$ cat src/rtl/fifo_dpram.sv
// Dual-port storage array for the asynchronous FIFO: synchronous write on wclk,
// combinational read. Pointer, flag and synchronizer logic live outside this block.
module fifo_dpram #(
    parameter int DATASIZE = 8,
    parameter int ADDRSIZE = 4
) (
    input  logic                wclk,
    input  logic                wrst,
    input  logic                w_en,
    input  logic [ADDRSIZE-1:0] waddr,
    input  logic [DATASIZE-1:0] wdata,
    input  logic [ADDRSIZE-1:0] raddr,
    output logic [DATASIZE-1:0] rdata
);

    localparam int DEPTH = 1 << ADDRSIZE;

    logic [DATASIZE-1:0] mem [DEPTH];

    // Reset clears every entry and wins over a write presented in the same cycle.
    always_ff @(posedge wclk) begin
        if (wrst) begin
            mem <= '{default: '0};
        end else if (w_en) begin
            mem[waddr] <= wdata;
        end
    end

    // No bypass: a same-address write becomes visible only after the edge.
    always_comb begin
        rdata = mem[raddr];
    end

endmodule

$ cat config.mk
export PLATFORM = sky130hd
export DESIGN_NAME = fifo_dpram
export DESIGN_NICKNAME = d
export VERILOG_FILES = /design/src/rtl/fifo_dpram.sv
export SDC_FILE = /design/constraint.sdc
export NUM_CORES = 1
export LEC_CHECK = 0
export ABC_AREA = 1
export CAP_MARGIN = 25
export CORE_ASPECT_RATIO = 1.75
export CORE_UTILIZATION = 43
export DETAILED_ROUTE_END_ITERATION = 8
export GPL_TIMING_DRIVEN = 0
export PLACE_DENSITY = 0.64
export SLEW_MARGIN = 20
export SYNTH_ARGS = -nofsm -noshare
export SYNTH_HDL_FRONTEND = slang
export SYNTH_SLANG_ARGS = --single-unit
$ cat constraint.sdc
create_clock -name wclk -period 1.3 [get_ports wclk]
set_input_delay 0.195 -clock wclk [delete_from_list [all_inputs] [get_ports wclk]]
set_output_delay 0.195 -clock wclk [all_outputs]
set_load 0.005 [all_outputs]
After elaboration in Yosys (flattened, before gate mapping) --
Cells that the tools add are included.
Storage, ports and cells: register bits after elaboration 128, output and inout port bits 8, logic and storage cells 28
Operators by class: order comparisons 3, mux-type cells 6, bitwise operators 2, reduce and logical (&&, ||, !) cells 1
Operator list (count):
- $bwmux W128 | 1
- $bmux W8 S4 | 1
- $demux W8 S4 | 1
- $mux W8 | 3
- $ge A5 B5 Y1 const B | 2
- $not A4 Y5 | 2
- $lt A5 B1 Y1 const B | 1
- $logic_and A1 B1 Y1 | 1

Logic depth before layout (Yosys ltp) --
Gate-level depths: netlist (run 1).
depth in word-level cells 6, depth in mapped cells 9, depth with buffers taken out 7

Least setup slack after synthesis (run 1) --
Ideal clock, no wire load.
kind in2out, from input raddr[0], to output rdata[5], arrival time 1055 ps, required time 1105 ps, slack 50 ps, cell stages on the path 9, buffers on the path 3, cells stage by stage buf_2 -> inv_1 -> buf_4 -> buf_2 -> nand2_1 -> nand3_1 -> nand3_1 -> nand3_1 -> nand2_1
On the way: longest elaborated chain between the ends 4
RTL lines:
- from (decl) | line 12 | input logic [ADDRSIZE-1:0] raddr,
- $not A4 Y5 (implied by the code) | line 31 | rdata = mem[raddr];
- $bmux W8 S4 | line 31
- $mux W8 (implied by the code) (2 in a row) | line 31
- to (decl) | line 13 | output logic [DATASIZE-1:0] rdata
No other way between the ends. The select of a mux whose other input is x is not followed.

Worst setup path after layout (run 1) --
from register mem[11] (netlist name), to output rdata[3]
On the way: longest elaborated chain between the ends 3
RTL lines:
- from (decl) | line 18 | logic [DATASIZE-1:0] mem [DEPTH];
- from (signal, indexed assignment) | line 25 | mem[waddr] <= wdata;
- $bmux W8 S4 | line 31
- $mux W8 (implied by the code) (2 in a row) | line 31
No other way between the ends. The select of a mux whose other input is x is not followed.

==> results.txt, run 1 <==
CTS tree -> done
Antenna Cells -> 0
routed via count -> 6383
Rel. slew slack -> 46.11%
Area growth, synth to finish -> 26.59%
Power Density -> 1284 mW/mm^2
Reg clk slew, reported paths -> 0.06 ns
crit path capture -> rdata[3]
overall global routing resource usage -> 28.89%
Min Hold Slack -> 0.2021 ns
hold buffer count at cts -> 0
Critical Path Sink Type -> primary output
crit path max fanout -> 2
Final Hold Vio Count -> 0
Setup WS post-layout -> -0.3009 ns
post-route minimum period -> 1.601 ns
core area -> 0.01398 sq mm
cell row count -> 57
M1 GR Usage -> 33.71%
1st-pass router iterations -> 5
hold path start -> wdata[2]
H-tree levels -> 4
Starting Density -> 44.47%
die height -> 161.1 um
Largest register FFs -> 128
Via density -> 5.337
Fmax -> 0.6246 GHz
Slew Limit Fails -> 0
clk_skew -> 0 ns
later-pin clock latency in the skew report -> 0.42 ns
Final Cycle Share -> 123.1%
largest net degree at the start of global routing -> 17
met3 usage -> 4.520%
total congestion overflow -> 0
IO Pins -> 27
Port Buffers -> 12
Max-Cap Viols -> 0
FF-to-FF End -> mem[80]$_SDFFE_PP0P_
Detail Placement HPWL -> 14.36 mm
total power -> 10.11 mW
Largest Register -> mem
sequential share of the synthesized area -> 41.22%
Yosys Warn Count -> 0
Routed WL -> 21.25 mm
Worst Path Required -> 1.11 ns
Unique masters post-synth -> 18
Pleak -> 3.076 nW
status -> complete, but fails checks
failing checks -> setup timing
first-pass GRT wire length -> 32.15 mm
WHS Path Cells -> 3
Setup violations, final -> 8
DR iter-0 viols -> 404
FF+latch count, synth -> 128
clock sink total -> 128
Worst R2R Path Depth -> 3
grt met2 use -> 48.70%
number of global-route vias before repair -> 6029
biggest regs -> mem: 128 flops
Residual DRC -> 0
CTS Buf Count -> 17
antenna violations before repair -> 0
Die X -> 92.89 um
reg-to-reg setup timing slack -> 0.61 ns
Max VDD drop -> 0.7385 mV
Synth Area per Inst -> 6.482 sq um
Routed WL per cell -> 17.77 um
Post-Synthesis Cells -> 959
synthesized area -> 0.006216 sq mm
WS Path Type -> register to primary output
CP Launch Type -> register
ANT nets after route -> 0
Clock Root Buffer -> clkbuf_16
Worst Tran Pin Value -> 0.8084 ns
layout cells sized above 1 -> 29.24%
global route hottest layer -> met2
RSZ-0062 raised after global routing -> yes
syn_nets -> 978
die area -> 0.01496 sq mm
placer congestion estimate -> 0.9429
R2R Path Start -> mem[80]$_SDFFE_PP0P_
HP Class -> primary input to register
crit path DAT -> 1.41 ns
clock buffer depth -> 2
Critical Path Start -> mem[11]$_SDFFE_PP0P_
nets@finish -> 1025
[critical path: stages (launching register included)]
cell     delay [ns]
dfxtp_1        0.35
inv_1          0.05
nand2_1        0.07
nand3_2        0.09
nand3_2        0.08
nand3_2        0.12
nand2_2        0.10
buf_2          0.11
[placed cells by master, fill, tap and decap left out, types with 8 or more instances in the layout]
master       n
nand2_1    328
inv_1       97
a21oi_1     96
nand3_2     67
dfxtp_1     66
dfxtp_2     62
nor2_1      42
nand3_1     35
inv_2       30
nand2_2     26
a211oi_1    24
clkbuf_1    21
buf_4       20
clkbuf_16   17
buf_2       15
clkbuf_2    10
nor2_4       8
buf_1        8
a211oi_2     8
[logic make-up after synthesis]
family / synth area share, %
buf+inv: 11.90
compound gates: 12.24
flops: 41.22
simple gates: 34.64
[through the flow]
| stage | cells | area [sq um] | utilization, % | setup slack [ns] | setup TNS [ns] |
|---|---|---|---|---|---|
| after floorplan | 959 | 6216 | - | 0.05010 | 0 |
| after global placement | 1148 | 6558 | 46.91 | -0.9154 | -68.07 |
| after detailed placement | 1148 | 6558 | 46.91 | -0.9327 | -69.35 |
| after CTS | 1191 | 7636 | 54.63 | -0.2681 | -2.691 |
| after global routing | 1196 | 7869 | 56.29 | -0.3267 | -2.448 |
| final | 1196 | 7869 | 56.29 | -0.3009 | -2.239 |
[cells in the mapped netlist]
| cell | n | area [sq um] |
|---|---|---|
| nand2_1 | 351 | 1318 |
| nand2_2 | 3 | 18.77 |
| buf_1 | 12 | 45.04 |
| nor3_4 | 2 | 32.53 |
| nor2_1 | 45 | 168.9 |
| dfxtp_1 | 128 | 2562 |
| a211oi_2 | 8 | 100.1 |
| inv_1 | 114 | 427.9 |
| a211oi_1 | 24 | 180.2 |
| a21oi_1 | 96 | 480.5 |
| inv_2 | 15 | 56.30 |
| nand3_2 | 7 | 70.07 |
| nor2_4 | 1 | 11.26 |
| nor2_2 | 7 | 43.79 |
| buf_4 | 3 | 22.52 |
| nand3_1 | 98 | 490.5 |
| buf_2 | 15 | 75.07 |
| clkbuf_1 | 30 | 112.6 |
[power breakdown]
part	switching [mW]	total, mW	internal, mW
clock network	1.90	5.02	3.11
registers	0.0262	4.01	3.99
logic	0.757	1.08	0.318
[area by class of cell]
cell class	count	area, sq um
fill	1431	6110
buffer	60	312.8
tap	177	221.5
clock inverter	13	161.4
inverter	129	489.2
multi-input combinational	643	3358
clock buffer	19	452.9
timing repair buffer	27	232.7
sequential	128	2640
[timing repair]
item                                    4_1_cts  5_1_grt
pin swaps                                    55       38
endpoints found under the setup margin      101      130
cloned                                        1        0
setup buffers                                10        5
resized for setup                           180       65
[worst min path at each step]
stage                                 end  slack [ns]
detailed placement  mem[100]$_SDFFE_PP0P_        0.45
finish               mem[10]$_SDFFE_PP0P_        0.20
global route         mem[10]$_SDFFE_PP0P_        0.20
CTS                  mem[23]$_SDFFE_PP0P_        0.20
floorplan             mem[1]$_SDFFE_PP0P_        0.44
global placement     mem[79]$_SDFFE_PP0P_        0.45
[per-layer routing]
layer	share of wire (%)	wire, um
met2	49	10480
met5	0	0
met1	39	8307
met4	5.9	1264
met3	5.6	1198
(Power assumes the default switching activity.)
==> run 2: changes to the inputs <==
Settings changed: CTS_CLUSTER_SIZE set to 25, HOLD_SLACK_MARGIN set to 0.12, PLACE_DENSITY 0.64 to 0.62.
Clock period 1.3 ns to 1.5 ns, I/O delays scaled along.
==> run 2 against run 1 <==
- critical path type unchanged
- largest power group unchanged
- first-iteration DRC count grew 15%
- the flow still finishes with violations (setup timing)
- via count shrank 0.72%
- critical path depth is the same
==> results.txt, run 2 (synthesized netlist as in run 1, its figures left out) <==
WS Path Type -> register to primary output
Worst Path Required -> 1.27 ns
Final Cycle Share -> 107.6%
Place WS -> -0.8063 ns
Slew Limit Fails -> 0
Fmax -> 0.6198 GHz
clk_skew -> 0 ns
Residual DRC -> 0
clock sink total -> 128
IO Pins -> 27
Routed WL per cell -> 17.53 um
Max-Cap Viols -> 0
antenna violations before repair -> 0
layout cells sized above 1 -> 26.43%
routed via count -> 6337
crit path max fanout -> 2
number of global-route vias before repair -> 5968
Starting Density -> 44.47%
post-route cell area -> 0.007671 sq mm
DR iter-0 viols -> 463
Power Density -> 1067 mW/mm^2
largest net degree at the start of global routing -> 17
Min Hold Slack -> 0.2478 ns
1st-pass router iterations -> 5
Rel. slew slack -> 50.33%
core area -> 0.01398 sq mm
status -> complete, but fails checks
crit path capture -> rdata[2]
Max VDD drop -> 0.6928 mV
Final Hold Vio Count -> 0
commonest non-fill, non-tap cell in the layout -> nand2_1
Critical Path Start -> mem[82]$_SDFFE_PP0P_
die area -> 0.01496 sq mm
CTS Buf Count -> 17
die height -> 161.1 um
Routed WL -> 20.88 mm
Critical Path Sink Type -> primary output
Reg clk slew, reported paths -> 0.06 ns
Setup WS post-layout -> -0.1133 ns
placer congestion estimate -> 0.9286
Largest register FFs -> 128
ANT nets after route -> 0
CP Launch Type -> register
failing checks -> setup timing
Port Buffers -> 12
RSZ-0062 raised after global routing -> yes
Pleak -> 2.987 nW
TNS Setup -> -0.6964 ns
Area growth, synth to finish -> 23.41%
HP Class -> primary input to register
total congestion overflow -> 0
Largest Register -> mem
Worst Tran Pin Value -> 0.7450 ns
nets@finish -> 1021
Cell Count Post-Placement -> 1148
Via density -> 5.321
H-tree levels -> 4
Antenna Cells -> 0
reg-to-reg setup timing slack -> 0.80 ns
Worst R2R Path Depth -> 2
R2R Path Start -> mem[32]$_SDFFE_PP0P_
overall global routing resource usage -> 28.67%
CTS tree -> done
Die X -> 92.89 um
Clock Root Buffer -> clkbuf_16
cell row count -> 57
biggest regs -> mem: 128 flops
Area after DPL -> 0.006558 sq mm
post-route minimum period -> 1.613 ns
Detail Placement HPWL -> 14.49 mm
clock buffer depth -> 2
most frequent cells in the layout -> nand2_1, inv_1, a21oi_1
Setup violations, final -> 8
post-route insts no fill -> 1191
later-pin clock latency in the skew report -> 0.42 ns
crit path DAT -> 1.39 ns
first-pass GRT wire length -> 31.83 mm
FF-to-FF End -> mem[32]$_SDFFE_PP0P_
## run 2: cell types whose count changed in the layout (fill, tap and decap cells not counted), sizes merged
cell	previous run	this run
clkdlybuf4s50	0	2
clkinv	5	8
buf	52	50
nor2	54	53
inv	130	128
clkbuf	50	49
bufinv	3	1
dlygate4sd2	2	0
## run 2: layout make-up
cell class                 count  area [sq um]
buffer                        60         320.3
clock buffer                  19         432.9
clock inverter                12         96.34
fill                        1467          6307
inverter                     129         493.0
multi-input combinational    642          3287
sequential                   128          2633
tap                          177         221.5
timing repair buffer          24         187.7
## run 2: worst min path at each step
stage | start | endpoint | slack, ns | depth (start not counted)
2_1_floorplan | mem[1]$_SDFFE_PP0P_ | mem[1]$_SDFFE_PP0P_ | 0.44 | 2
3_3_place_gp | mem[79]$_SDFFE_PP0P_ | mem[79]$_SDFFE_PP0P_ | 0.45 | 2
4_1_cts | wdata[0] | mem[8]$_SDFFE_PP0P_ | 0.23 | 3
5_1_grt | wdata[1] | mem[17]$_SDFFE_PP0P_ | 0.27 | 3
3_5_place_dp | mem[87]$_SDFFE_PP0P_ | mem[87]$_SDFFE_PP0P_ | 0.45 | 2
6_report | wdata[0] | mem[8]$_SDFFE_PP0P_ | 0.25 | 3
## run 2: critical path: stages, from the launching register on
cell and delay, ns:
dfxtp_1 0.33, inv_1 0.05, nand2_1 0.07, nand3_2 0.10
nand3_1 0.09, nand3_1 0.09, nand2_1 0.12, buf_2 0.12
## run 2: through the flow
| stage | power, mW | util [%] |
|---|---|---|
| floorplan | 4.025 | - |
| global placement | 4.329 | 46.91 |
| detailed placement | 4.329 | 46.91 |
| CTS | 8.151 | 53.22 |
| global route | 8.423 | 54.88 |
| finish | 8.187 | 54.88 |
## run 2: what timing repair did
item                                    CTS  global route
cloned                                    0             0
endpoints found under the setup margin    9            78
gates resized for setup                 171            50
pin swaps                                61            28
hold buffers                              0             0
setup buffers                             3             9
## run 2: per-layer routing
metal  vias up  wire, um  track usage [%]
li1       3080         -                -
met1      2932      8371            33.55
met2       248     10420            49.53
met3        77      1062            3.814
met4         0      1025            16.15
met5         -         0                0
## run 2: report_power, final
part	switching [mW]	internal, mW	total [mW]
sequential	0.0223	3.46	3.48
combinational	0.643	0.271	0.914
clock	1.55	2.24	3.80
==> run 3: changes to the inputs <==
Clock period 1.5 ns to 1.8 ns, I/O delays scaled along.
==> run 3 against run 2 <==
- the run now ends clean
- highest routed layer unchanged
- die area did not move
- core utilization shrank 2.1 points
- sequential power down 17%
==> results.txt, run 3 (synthesized netlist as in run 1, its figures left out) <==
status -> complete, no violations
reg-to-reg setup timing slack -> 1.08 ns
number of global-route vias before repair -> 5803
Worst Tran Pin Value -> 0.7598 ns
Worst R2R Path Depth -> 2
CTS Buf Count -> 17
fillers -> 1492
TNS Setup -> 0 ns
WP depth -> 10
crit path max fanout -> 10
hold buffer count at cts -> 0
DR WL met2 -> 10.06 mm
post-route minimum period -> 1.787 ns
overall global routing resource usage -> 28.09%
Max VDD drop -> 0.5947 mV
Die X -> 92.89 um
Area after DPL -> 0.006558 sq mm
total power -> 6.776 mW
largest net degree at the start of global routing -> 17
Routed WL -> 20.47 mm
Max-Cap Viols -> 0
Max Used Layer -> met4
clock buffer depth -> 2
total congestion overflow -> 0
Worst Path Required -> 1.53 ns
Largest Register -> mem
layout cells sized above 1 -> 16.29%
Port Buffers -> 12
antenna violations before repair -> 0
CP most frequent cell -> nand3_2
cell row count -> 57
Setup violations, final -> 0
DR iter-0 viols -> 486
Clock Root Buffer -> clkbuf_16
WL met3 -> 1.292 mm
post-route insts no fill -> 1184
Residual DRC -> 0
IO Pins -> 27
Routed WL per cell -> 17.29 um
Final Cycle Share -> 99.25%
Fmax -> 0.5598 GHz
Final Hold Vio Count -> 0
most frequent cells in the layout -> nand2_1, dfxtp_1, inv_1
CTS tree -> done
placer congestion estimate -> 0.9286
crit path DAT -> 1.52 ns
die height -> 161.1 um
1st-pass router iterations -> 5
clk_skew -> 0 ns
WP buf/inv -> 5
Via density -> 5.226
Antenna Cells -> 0
CP max stage delay -> 0.26 ns
CP delay by family, top -> buffers and inverters
Detail Placement HPWL -> 14.49 mm
Power Density -> 917.7 mW/mm^2
FF-to-FF End -> mem[32]$_SDFFE_PP0P_
routed via count -> 6187
R2R Path Start -> mem[32]$_SDFFE_PP0P_
first-pass GRT wire length -> 31.13 mm
crit path capture -> rdata[6]
met1 WL -> 8.017 mm
CP Launch Type -> primary input
Critical Path Start -> raddr[0]
die area -> 0.01496 sq mm
post-route cell area -> 0.007383 sq mm
ANT nets after route -> 0
nets@finish -> 1014
Reg clk slew, reported paths -> 0.05 ns
biggest regs -> mem: 128 flops
commonest non-fill, non-tap cell in the layout -> nand2_1
H-tree levels -> 4
clock sink total -> 128
WS Path Type -> primary input to primary output
worst-path cell chain -> buf_4 > inv_2 > buf_8 > buf_8 > nand2_1 > nand3_2 > nand3_2 > nand3_2 > nand2_2 > dlygate4sd2_1
Crit-path slowest cell -> dlygate4sd2_1
Largest register FFs -> 128
HP Class -> primary input to register
Slew Limit Fails -> 0
Critical Path Sink Type -> primary output
later-pin clock latency in the skew report -> 0.42 ns
core area -> 0.01398 sq mm
Min Hold Slack -> 0.3031 ns
Rel. slew slack -> 49.34%
Cell Count Post-Placement -> 1148
Area growth, synth to finish -> 18.78%
Pleak -> 2.885 nW
Starting Density -> 44.47%
-- run 3: cell types whose count changed in the layout (fill, tap and decap cells not counted), moves of 5 or more --
| cell | previous run | this run |
|---|---|---|
| dfxtp_1 | 72 | 116 |
| dfxtp_2 | 56 | 12 |
| nand3_1 | 48 | 68 |
| nand2_1 | 329 | 346 |
| nand2_2 | 25 | 8 |
| nand3_2 | 53 | 36 |
| inv_1 | 98 | 109 |
| buf_2 | 19 | 11 |
| inv_2 | 28 | 20 |
| nor2_2 | 1 | 8 |
| nor2_4 | 8 | 1 |
| buf_4 | 16 | 10 |
| dlygate4sd2_1 | 0 | 5 |
-- run 3: how the worst min path moves through the flow --
stage / start / end / slack, ns / depth (start not counted)
detailed placement: mem[87]$_SDFFE_PP0P_ / mem[87]$_SDFFE_PP0P_ / 0.45 / 2
global route: wdata[6] / mem[14]$_SDFFE_PP0P_ / 0.32 / 3
floorplan: mem[1]$_SDFFE_PP0P_ / mem[1]$_SDFFE_PP0P_ / 0.44 / 2
finish: wdata[1] / mem[17]$_SDFFE_PP0P_ / 0.30 / 3
CTS: wdata[0] / mem[8]$_SDFFE_PP0P_ / 0.28 / 3
global placement: mem[79]$_SDFFE_PP0P_ / mem[79]$_SDFFE_PP0P_ / 0.45 / 2
-- run 3: per-layer routing --
layer	track usage, %	up-vias
li1	-	3066
met1	32.79	2795
met2	48.16	253
met3	3.955	73
met4	16.50	0
met5	0	-
-- run 3: timing repair --
item / in CTS / in global routing
setup buffers: 3 / 2
setup endpoints to repair: 8 / 8
gates cloned: 0 / 0
pin swaps: 14 / 9
resized for setup: 65 / 40
-- run 3: layout make-up --
type | instances | area, sq um | share of cell area [%]
Clock inverter | 12 | 96.34 | 1.305
Sequential cell | 128 | 2577 | 34.91
Buffer | 60 | 335.3 | 4.542
Tap cell | 177 | 221.5 | 2.999
Multi-Input combinational cell | 642 | 3087 | 41.81
Timing Repair Buffer | 17 | 148.9 | 2.017
Inverter | 129 | 484.2 | 6.558
Clock buffer | 19 | 432.9 | 5.863
-- run 3: through the flow --
| stage | worst slack [ns] | util (%) |
|---|---|---|
| after global routing | -0.009895 | 52.82 |
| after global placement | -0.6029 | 46.91 |
| after floorplan | 0.4001 | - |
| final | 0.01349 | 52.82 |
| after CTS | -0.004945 | 52.15 |
| after detailed placement | -0.5963 | 46.91 |
-- run 3: power breakdown --
group	internal [mW]	leakage, nW	total, mW	switching, mW
logic	0.217	1.59	0.719	0.502
registers	2.88	1.04	2.90	0.0180
clock network	1.87	0.258	3.16	1.29
total	4.96	2.89	6.78	1.81
-- run 3: worst register-to-register path, delay by kind of cell (launching register included) --
family          cells  cell delay [ns]
compound gates      1             0.25
flops               1             0.32
buf+inv             1             0.06
==> RTL change 1: new RTL, config.mk and constraints of run 1 <==
Set the parameter `ADDRSIZE` to 3 (it was 4).
--- a/src/rtl/fifo_dpram.sv
+++ b/src/rtl/fifo_dpram.sv
@@ -3,5 +3,5 @@
 module fifo_dpram #(
     parameter int DATASIZE = 8,
-    parameter int ADDRSIZE = 4
+    parameter int ADDRSIZE = 3
 ) (
     input  logic                wclk,
Interface: changed (resized raddr and waddr); port bits go from 27 to 25. No check against the original RTL was run, so the function may have changed too.
==> RTL change 1 against run 1 <==
The flow still finishes with violations (setup timing); setup slack improved by 260 ps; wire length decreased by 59%; die area decreased by 48%; sequential power decreased by 48%; area after synthesis decreased by 49%; sequential share of layout area decreased by 0.19 points; design area decreased by 49%; synthesized cell count decreased by 47%; sequential cell count decreased by 64; via count decreased by 52%; power decreased by 51%; largest cell class unchanged.
==> RTL change 1: results (changes against run 1) <==
sequential power=0.00208 W (was 0.00401 W); Leakage Power=1.816 nW (was 3.076 nW); Yosys cell types=17 (was 18); nets=556 (was 1025); P_sw=0.001249 W (was 0.002687 W); DRT iter0 DRCs=278 (was 404); Worst Tran Pin Value=485.2 ps (was 808.4 ps); Post-synth top cells=128 x nor2_1, 105 x nand2_1, 68 x inv_1, 64 x dfxtp_1, 64 x o21ai_0 (was 351 x nand2_1, 128 x dfxtp_1, 114 x inv_1, 98 x nand3_1, 96 x a21oi_1); Hold/Removal Path Class=flop to flop (was input port to flop); CP peak stage delay=320 ps (was 350 ps); Setup TNS=-219.4 ps (was -2239 ps); synth top area cells=dfxtp_1 40%, nor2_1 15%, nand2_1 12% (was dfxtp_1 41%, nand2_1 21%, nand3_1 7.9%); PD cells=1227 nW/um2 (was 1284 nW/um2); H-tree levels=3 (was 4); Final HPWL DP=6.278 mm (was 14.36 mm); outcome=complete, but fails checks (unchanged); I/O Buffers=21 (was 12); Seq/Total Area, Yosys=0.4017 (was 0.4122); failing checks=setup timing (unchanged); GPL Wtd Cong=0.8341 (was 0.9429); Placement Cell Area=3507 um2 (was 6558 um2); router iterations before antenna repair=4 (was 5); post-synth net total=521 (was 978); first-pass GRT wire length=13.90 mm (was 32.15 mm); setup violators final=8 (unchanged); synthesized area per cell=6.328 um2 (was 6.482 um2); routed vias/inst=4.892 (was 5.337); Largest regs=mem (64) (was mem (128)); Peak VDD IR=0.0005928 V (was 0.0007385 V); Layout fillers=755 (was 1431); number of global-route vias before repair=2826 (was 6029); ratio of cells with drive above 1 in the final layout=0.3432 (was 0.2924); Data arrival, critical path=1150 ps (was 1410 ps); # placed instances=611 (was 1148); final worst slack=-44.04 ps (was -300.9 ps)
## RTL change 1: changes by cell type in the layout (fill, tap and decap cells not counted), sizes merged, moves of 4 or more
| cell | run 1 | this run |
|---|---|---|
| a211oi | 32 | 0 |
| a21oi | 96 | 0 |
| buf | 52 | 22 |
| clkbuf | 50 | 20 |
| clkdlybuf4s50 | 0 | 11 |
| clkinvlp | 4 | 0 |
| dfxtp | 128 | 64 |
| inv | 130 | 74 |
| nand2 | 354 | 113 |
| nand3 | 105 | 32 |
| nor2 | 54 | 133 |
| o21ai | 0 | 64 |
## RTL change 1: cell type report
type	instances	area, um2	share of cell area
clock buffer	14	274.0	0.06778
sequential	64	1349	0.3336
multi-input combinational	342	1667	0.4123
timing repair buffer	24	203.9	0.05045
tap	86	107.6	0.02662
buffer	17	105.1	0.02600
inverter	81	336.6	0.08326
## RTL change 1: timing repair
action	4_1_cts	5_1_grt
pin swaps	33	27
resized for setup	110	57
gates cloned	0	0
endpoints found under the setup margin	8	11
setup buffers	2	1
## RTL change 1: path summary, 6_finish.rpt
kind	cells after the start	end	startpoint	slack, ps
worst max-delay path	7	rdata[0]	mem[16]	-40
worst min register to register	2	mem[31]	mem[31]	470
worst max register to register	3	mem[11]	mem[11]	570
worst min-delay path	2	mem[31]	mem[31]	470
## RTL change 1: worst reg2reg max path: stages (launching register included)
cell and delay, ps:
dfxtp_2 320, buf_4 130, nor2_1 120, nor2_1 60
## RTL change 1: metal layers
layer	global-route usage	routed length [um]	vias up
li1	-	-	1591
met5	0	0	-
met4	0.1362	272	0
met1	0.2892	3416	1372
met2	0.4253	4554	90
met3	0.04035	506	19
## RTL change 1: kinds of logic after synthesis
logic type | share of synthesized area
AO/OA/AOI/OAI | 0.1004
buffers and inverters | 0.1322
flip-flops | 0.4017
AND/OR/NAND/NOR | 0.3656
==> RTL change 2: new RTL, flow settings as in run 1 <==
Made on the original files. Make the reset (`wrst`) asynchronous in one clocked block.
--- a/src/rtl/fifo_dpram.sv
+++ b/src/rtl/fifo_dpram.sv
@@ -19,5 +19,5 @@
 
     // Reset clears every entry and wins over a write presented in the same cycle.
-    always_ff @(posedge wclk) begin
+    always_ff @(posedge wclk or posedge wrst) begin
         if (wrst) begin
             mem <= '{default: '0};
Function: differs if wrst is asserted again (counterexample within 4 cycles, from zero or initial values and one cycle with wrst high); with wrst held inactive, the same outputs for 4 cycles.
==> RTL change 2 against run 1 <==
The run still ends with setup timing left; wire length is 4.3% lower; critical endpoint is now rdata[0]; sequential share of layout area grew 6.5 points; design area is 1.7% higher; sequential cell count did not move; synthesized cell count fell by 12%; non-clock buffer count decreased by 2; area after synthesis increased by 2.2%; hold slack worse by 130 ps; setup slack got worse by 73 ps; final cell count shrank 8.9%.
Power is not compared: it rests on default switching activity, and its combinational part moved more than twofold at a synthesized area within 25%.
==> RTL change 2: results (changes against run 1) <==
Final HPWL DP=14.19 mm (was 14.36 mm); reg-to-reg setup timing slack=380 ps (was 610 ps); I/O Buffers=14 (was 12); failing checks=setup timing (unchanged); Routed met2 length=10.26 mm (was 10.48 mm); ratio of cells with drive above 1 in the final layout=0.2363 (was 0.2924); outcome=complete, but fails checks (unchanged); first-pass GRT wire length=31.34 mm (was 32.15 mm); total number of vias=5808 (was 6383); WL/cell=18.66 um (was 17.77 um); relative slew slack=0.5882 (was 0.4611); Non-CTS buffers=85 (was 87); Total Routing Usage GR=0.2823 (was 0.2889); invs w/o clock=133 (was 129); final worst slack=-373.8 ps (was -300.9 ps); DRT met1 WL=7.769 mm (was 8.307 mm); Synth top area share=0.5041 (was 0.4122); Routed met3 length=989 um (was 1.198 mm); nets=917 (was 1025); Layout fillers=1338 (was 1431); Hold/Removal Path Class=input port to asynchronous set/reset pin (was input port to flop); footprint of the multi-input gates=2790 um2 (was 3358 um2); setup violators final=8 (unchanged); Reg area=3203 um2 (was 2640 um2); synth top area cells=dfrtp_1 50%, nand2_1 16%, o21ai_0 10% (was dfxtp_1 41%, nand2_1 21%, nand3_1 7.9%); Setup TNS=-2705 ps (was -2239 ps); slowest CP cell=dfrtp_1 (was dfxtp_1); met2 Usage GRT=0.4778 (was 0.4870); post-synth net total=862 (was 978); router iterations before antenna repair=6 (was 5); Seq/Total Area, Yosys=0.5041 (was 0.4122); Post-synth top cells=271 x nand2_1, 132 x o21ai_0, 131 x inv_1, 128 x dfrtp_1, 107 x nand3_1 (was 351 x nand2_1, 128 x dfxtp_1, 114 x inv_1, 98 x nand3_1, 96 x a21oi_1); met3 global-route usage=0.04062 (was 0.04520); largest net degree at the start of global routing=34 (was 17); clk_buf instances=21 (was 19)
[RTL change 2: changes by cell type in the layout (fill, tap and decap cells not counted), sizes merged, moves of 32 or more]
| cell | delta |
|---|---|
| a21oi | -96 |
| a211oi | -32 |
| dfxtp | -128 |
| nand2 | -83 |
| o21ai | +134 |
| dfrtp | +128 |
| nor2 | -43 |
[RTL change 2: worst max path at each step]
stage / start / end / slack (ps) / cells after the start
after detailed placement: raddr[0] / rdata[6] / -1360 / 9
after CTS: mem[92] / rdata[4] / -390 / 6
after global placement: wrst / mem[24] / -1690 / 2
final: mem[80] / rdata[0] / -370 / 7
after floorplan: wrst / mem[0] / -480 / 1
after global routing: mem[72] / rdata[0] / -400 / 7
[RTL change 2: timing repair]
item,4_1_cts,5_1_grt
gates resized for setup,147,49
endpoints found under the setup margin,136,83
gates cloned,1,0
buffers inserted,8,9
pin swaps,27,20
[RTL change 2: metrics by stage]
| stage | std cells | util | power [W] | area (um2) | hold slack (ps) |
|---|---|---|---|---|---|
| finish | 1090 | 0.5567 | 0.01239 | 7999 | 73.27 |
| global route | 1090 | 0.5567 | 0.01297 | 7999 | 89.85 |
| CTS | 1081 | 0.5406 | 0.01217 | 7767 | 81.73 |
| detailed placement | 1041 | 0.4734 | 0.007424 | 6803 | 472.5 |
| floorplan | 843 | - | 0.006683 | 6357 | 380.1 |
| global placement | 1037 | 0.4679 | 0.007334 | 6723 | 463.1 |
[RTL change 2: worst register-to-register path, delay by kind of cell (launching register included)]
family / cells / cell delay (ps)
flops: 1 / 400
compound gates: 1 / 80
simple gates: 1 / 50
buf+inv: 2 / 260
[RTL change 2: cell families after synthesis]
logic type	count (synthesis)	share of synthesized area
compound gates	134	0.1056
flops	128	0.5041
buf+inv	182	0.1182
simple gates	399	0.2722
